==> src/rtl/inst_fetch_pkg.sv <==
// Shared definitions for the instruction-fetch slice: widths, defaults and the FIFO entry.
package inst_fetch_pkg;

    localparam int unsigned INST_W                = 32;
    localparam logic [31:0] RESET_PC_DEFAULT      = 32'h0000_0000;
    localparam int unsigned ADDR_WIDTH_IR_DEFAULT = 6;

    typedef struct packed {
        logic [31:0]       pc;
        logic [INST_W-1:0] inst;
        logic              oob;
    } fetch_entry_t;

    // True when the byte address lies beyond a ROM of 2**aw words.
    function automatic logic is_oob(input logic [31:0] pc, input int unsigned aw);
        return (pc >> (aw + 2)) != '0;
    endfunction

endpackage

==> src/rtl/inst_fetch_fifo.sv <==
// Synchronous FIFO of fetched {pc, inst, oob} entries with flush; the head is taken
// from registered storage and holds its last shown value while empty.
module inst_fetch_fifo
    import inst_fetch_pkg::*;
#(
    parameter int unsigned DEPTH = 2
) (
    input  logic         clk,
    input  logic         rst_n,
    input  logic         push,
    input  logic         pop,
    input  logic         flush,
    input  fetch_entry_t wr_entry,
    output logic         full,
    output logic         valid,
    output fetch_entry_t head
);

    localparam int unsigned PW = $clog2(DEPTH);

    fetch_entry_t mem [DEPTH];
    fetch_entry_t last_q;
    logic [PW-1:0] wr_ptr;
    logic [PW-1:0] rd_ptr;
    logic [PW:0]   count;

    assign full  = (count == (PW+1)'(DEPTH));
    assign valid = (count != '0);
    assign head  = valid ? mem[rd_ptr] : last_q;

    always_ff @(posedge clk or negedge rst_n) begin
        if (!rst_n) begin
            wr_ptr <= '0;
            rd_ptr <= '0;
            count  <= '0;
            last_q <= '0;
        end else begin
            if (valid)
                last_q <= head;
            if (flush) begin
                wr_ptr <= '0;
                rd_ptr <= '0;
                count  <= '0;
            end else begin
                if (push)
                    wr_ptr <= wr_ptr + PW'(1);
                if (pop)
                    rd_ptr <= rd_ptr + PW'(1);
                case ({push, pop})
                    2'b10:   count <= count + (PW+1)'(1);
                    2'b01:   count <= count - (PW+1)'(1);
                    default: count <= count;
                endcase
            end
        end
    end

    always_ff @(posedge clk or negedge rst_n) begin
        if (!rst_n) begin
            for (int unsigned i = 0; i < DEPTH; i++)
                mem[i] <= '0;
        end else if (push && !flush) begin
            mem[wr_ptr] <= wr_entry;
        end
    end

endmodule

==> src/rtl/inst_fetch.sv <==
// Instruction-fetch initiator: owns the fetch PC, drives the ROM address, queues
// returned words and arbitrates redirects against decode back-pressure.
module inst_fetch
    import inst_fetch_pkg::*;
#(
    parameter logic [31:0] RESET_PC      = RESET_PC_DEFAULT,
    parameter int unsigned DEPTH         = 2,
    parameter int unsigned ADDR_WIDTH_IR = ADDR_WIDTH_IR_DEFAULT
) (
    input  logic              clk,
    input  logic              rst_n,
    output logic [31:0]       imem_addr,
    input  logic [INST_W-1:0] imem_data,
    input  logic              redirect_valid,
    input  logic [31:0]       redirect_pc,
    input  logic              if_ready,
    output logic              if_valid,
    output logic [INST_W-1:0] if_inst,
    output logic [31:0]       if_pc,
    output logic              if_oob
);

    logic [31:0]  fpc;
    logic         push;
    logic         pop;
    logic         full;
    fetch_entry_t wr_entry;
    fetch_entry_t head;

    assign imem_addr = fpc;
    assign pop       = if_valid && if_ready;
    // A pop frees a slot in the same cycle, so a full FIFO can still accept a fetch.
    assign push      = !redirect_valid && (!full || pop);

    always_comb begin
        wr_entry      = '0;
        wr_entry.pc   = fpc;
        wr_entry.inst = imem_data;
        wr_entry.oob  = is_oob(fpc, ADDR_WIDTH_IR);
    end

    always_ff @(posedge clk or negedge rst_n) begin
        if (!rst_n)
            fpc <= RESET_PC;
        else if (redirect_valid)
            fpc <= {redirect_pc[31:2], 2'b00};
        else if (push)
            fpc <= fpc + 32'd4;
    end

    inst_fetch_fifo #(
        .DEPTH(DEPTH)
    ) u_fifo (
        .clk      (clk),
        .rst_n    (rst_n),
        .push     (push),
        .pop      (pop),
        .flush    (redirect_valid),
        .wr_entry (wr_entry),
        .full     (full),
        .valid    (if_valid),
        .head     (head)
    );

    assign if_inst = head.inst;
    assign if_pc   = head.pc;
    assign if_oob  = head.oob;

endmodule
==> config.mk <==
export PLATFORM = sky130hd
export DESIGN_NAME = inst_fetch
export DESIGN_NICKNAME = d
export VERILOG_FILES = /design/src/rtl/inst_fetch_pkg.sv /design/src/rtl/inst_fetch_fifo.sv /design/src/rtl/inst_fetch.sv
export SDC_FILE = /design/constraint.sdc
export NUM_CORES = 1
export LEC_CHECK = 0
export ABC_AREA = 1
export BUFFER_PORTS_ARGS = -buffer_cell sky130_fd_sc_hd__buf_2
export CAP_MARGIN = 20
export CORE_ASPECT_RATIO = 1.25
export CORE_UTILIZATION = 34
export CTS_BUF_LIST = sky130_fd_sc_hd__clkbuf_16
export DETAILED_ROUTE_END_ITERATION = 16
export GPL_ROUTABILITY_DRIVEN = 0
export GPL_TIMING_DRIVEN = 1
export HOLD_SLACK_MARGIN = 0.12
export MAX_ROUTING_LAYER = met4
export REMOVE_ABC_BUFFERS = 1
export SYNTH_ARGS = -nofsm -noshare
export SYNTH_HDL_FRONTEND = slang
export SYNTH_SLANG_ARGS = --single-unit
==> constraint.sdc <==
create_clock -name clk -period 1.75 [get_ports clk]
set_clock_uncertainty 0.05 [all_clocks]
set_input_delay 0 -clock clk [delete_from_list [all_inputs] [get_ports clk]]
set_output_delay 0 -clock clk [all_outputs]
set_load 0.1 [all_outputs]
==> flow_metrics.py <==
metrics = {
    "detailed_routing": {
        "viasPerCell": 4.88,
        "vias": 9784,
        "antenna_left": 0,
        "routedWlPerCell_um": 17.4,
        "drc": 0,
        "firstDrtPassIters": 6,
        "drt_iter0_drc": 573,
        "wl_um": 34900,
    },
    "logic_synthesis": {
        "syn_inst": 1276,
        "syn_area_um2": 11100,
        "ys_seq_area_share_pct": 50.6,
        "syn_area_per_cell_um2": 8.72,
        "synth_cell_types": 36,
        "async_flop_share_pct": 100,
        "synthFlopType": "dfrtp_1",
        "synth_edf_count": 0,
        "synth_seq_cells": 225,
        "ys_warn_count": 0,
    },
    "final_layout": {
        "syn_to_final_growth_pct": 53.5,
        "nFillCells": 2853,
        "regArea_um2": 5630,
        "multiInputGateArea_um2": 5360,
        "fin_nets": 1643,
        "final_common_cell": "nand2_1",
        "most-common-layout-cells": "268 x nand2_1, 223 x dfrtp_1, 101 x a21oi_1",
        "diodes": 0,
        "layout-drive-gt1-share_pct": 41.1,
    },
    "grt": {
        "grt_max_degree": 59,
        "grt_pass1_vias": 9442,
        "grt_pass1_wl_um": 50400,
        "grtUsageTotal_pct": 19.9,
        "antenna_found_initial": 0,
        "grt_overflow": 0,
    },
    "floorplanning": {
        "die_y_um": 204,
        "num_io_pins": 166,
        "die_area_um2": 33500,
        "initial_utilization_pct": 34.8,
        "core_um2": 32000,
        "rows": 73,
        "die_x_um": 164,
    },
    "min_path": {
        "whs_path_depth": 4,
        "hold_path.class": "in -> reg",
        "hp-start": "imem_data[19]",
        "min_to": "u_fifo.mem[85]$_DFFE_PN0P_",
    },
    "outcome": {
        "violations": "setup timing",
        "status": "finished with violations",
    },
    "setup_path": {
        "crit_required_ns": 1.70,
        "rr_startpoint": "u_fifo.count[1]$_DFFE_PN0P_",
        "critical_path_class": "reg -> out",
        "worstPathMaxFanout": 5,
        "endpoint_kind": "primary output",
        "timing.rr.end": "u_fifo.mem[124]$_DFFE_PN0P_",
        "rrSetupSlack_ns": -0.01,
        "arrival_ns": 2.00,
        "reg2regPathDepth": 11,
        "cp-start-kind": "flop",
    },
    "clock_tree": {
        "insertion_delay_ns": 0.52,
        "cts.sinks": 225,
        "clkSlewWorstSetupHoldPaths_ns": 0.06,
        "cts-root-buf": "clkbuf_16",
        "cts_tree": "built",
        "cts_made_buffers": 24,
        "clock_path_buffers": 3,
        "h-tree-depth": 1,
    },
    "sta": {
        "layout_min_cycle_time_ns": 2.05,
        "finalHoldViolations": 0,
        "layout_setup_ws_ns": -0.300,
        "post-route-period-util_pct": 117,
        "rsz0062_at_grt": "yes",
        "fmax_ghz": 0.488,
        "slew_headroom_pct": 62.6,
        "setup_viol": 70,
        "slew_viol_final": 0,
        "max_slew.worst_pin.slew_ns": 0.561,
        "final.setup.tns_ns": -16.77,
    },
    "pwr": {
        "clkPwrFrac_pct": 23.3,
        "p_int_mw": 13.1,
        "power_mw": 22.6,
        "combPwrFrac_pct": 45.2,
        "irDropWorstVdd_v": 0.00116,
        "power.density_nw_per_um2": 1320,
        "switchingPower_mw": 9.51,
        "p_sw_share_pct": 42.1,
        "seqPwrFrac_pct": 31.4,
        "p_leak_nw": 7.66,
    },
    "placed_design": {
        "io_buffers": 161,
        "dp_hpwl_um": 20500,
    },
    "run": {
        "cap_viol_max_count": 0,
    },
}
[layout make-up]
type	count	area share [%]
clock buffer	25	3.66
clock inverter	19	1.07
inverter	82	2.06
multi-input combinational	878	31.4
sequential	225	33.0
tap	412	3.02
timing repair buffer	360	25.5
timing repair inverter	3	0.308
[logic make-up (layout without fill, tap and decap cells)]
family / Yosys count / after routing / share of synthesized area [%]
and+or+nand+nor: 532 / 532 / 21.2
xor gates and xnor gates: 12 / 12 / 0.944
buffers and inverters: 174 / 489 / 9.02
DFF: 225 / 225 / 50.6
adders and majority gates: 1 / 1 / 0.112
other: 1 / 2 / 0.0337
AOI/OAI and AO/OA: 331 / 331 / 18.1
[routing by layer]
layer	part of all wire, %	global-route usage [%]
met1	43	24.5
met2	52	34.4
met3	3.4	2.05
met4	1.9	5.59
met5	0	-
[critical path: stages, from the launching register on]
cell and delay (ns):
dfrtp_2 0.42, nor2_4 0.18, clkbuf_16 0.20, clkbuf_16 0.16
a21oi_1 0.06, a21oi_2 0.25, buf_12 0.21
[cells in the mapped netlist, types with 12 or more instances]
master / n / area, um^2
dfrtp_1: 225 / 5630
nand2_2: 84 / 526
a21oi_1: 194 / 971
clkbuf_1: 17 / 63.8
o21ai_2: 90 / 788
nand3_1: 40 / 200
nor2_1: 118 / 443
o21ai_0: 37 / 185
buf_4: 34 / 255
buf_2: 22 / 110
xor2_1: 12 / 105
nand2_1: 269 / 1010
inv_1: 75 / 282
[flip-flops by register name, summed over array words and instances (netlist names)]
register / cells
imem_addr: 30
u_fifo.mem: 126
u_fifo.wr_ptr: 1
u_fifo.last_q: 65
u_fifo.rd_ptr: 1
u_fifo.count: 2
[metrics by stage]
| stage | setup WS [ns] | cells | hold WS (ns) | util (%) | cell area (um^2) |
|---|---|---|---|---|---|
| floorplan | -3.70 | 1185 | -0.346 | - | 10400 |
| global placement | 0.0884 | 1817 | -0.0648 | 42.1 | 13500 |
| global route | -0.358 | 2004 | 0.251 | 53.4 | 17100 |
| CTS | -0.293 | 1963 | 0.238 | 48.8 | 15600 |
| finish | -0.300 | 2004 | 0.248 | 53.4 | 17100 |
| detailed placement | 0.0911 | 1817 | -0.0585 | 42.1 | 13500 |
[worst max path at each step]
stage               cells after the start     endpoint                   startpoint
floorplan                               3     if_pc[0]  u_fifo.count[0]$_DFFE_PN0P_
global placement                        5  if_inst[26]  u_fifo.count[0]$_DFFE_PN0P_
detailed placement                      5  if_inst[26]  u_fifo.count[0]$_DFFE_PN0P_
CTS                                     7       if_oob  u_fifo.count[1]$_DFFE_PN0P_
global route                            7     if_pc[7]  u_fifo.count[0]$_DFFE_PN0P_
finish                                  6    if_pc[16]  u_fifo.count[0]$_DFFE_PN0P_
[power groups by stage]
stage	sequential, mW	combinational [mW]	clock [mW]
2_1_floorplan	7.42	5.19	0
3_3_place_gp	6.94	8.81	0
3_5_place_dp	6.98	8.91	0
4_1_cts	6.90	9.41	5.37
5_1_grt	7.21	10.7	5.58
6_report	7.11	10.2	5.28
[repair_timing]
action / CTS / global route
hold endpoints to repair: 325 / 0
cloned: 3 / 25
endpoints found under the setup margin: 66 / 132
pin swaps: 1 / 27
buffers inserted: 4 / 19
resized for setup: 70 / 216
hold buffers: 95 / 0
(Power assumes the default switching activity.)
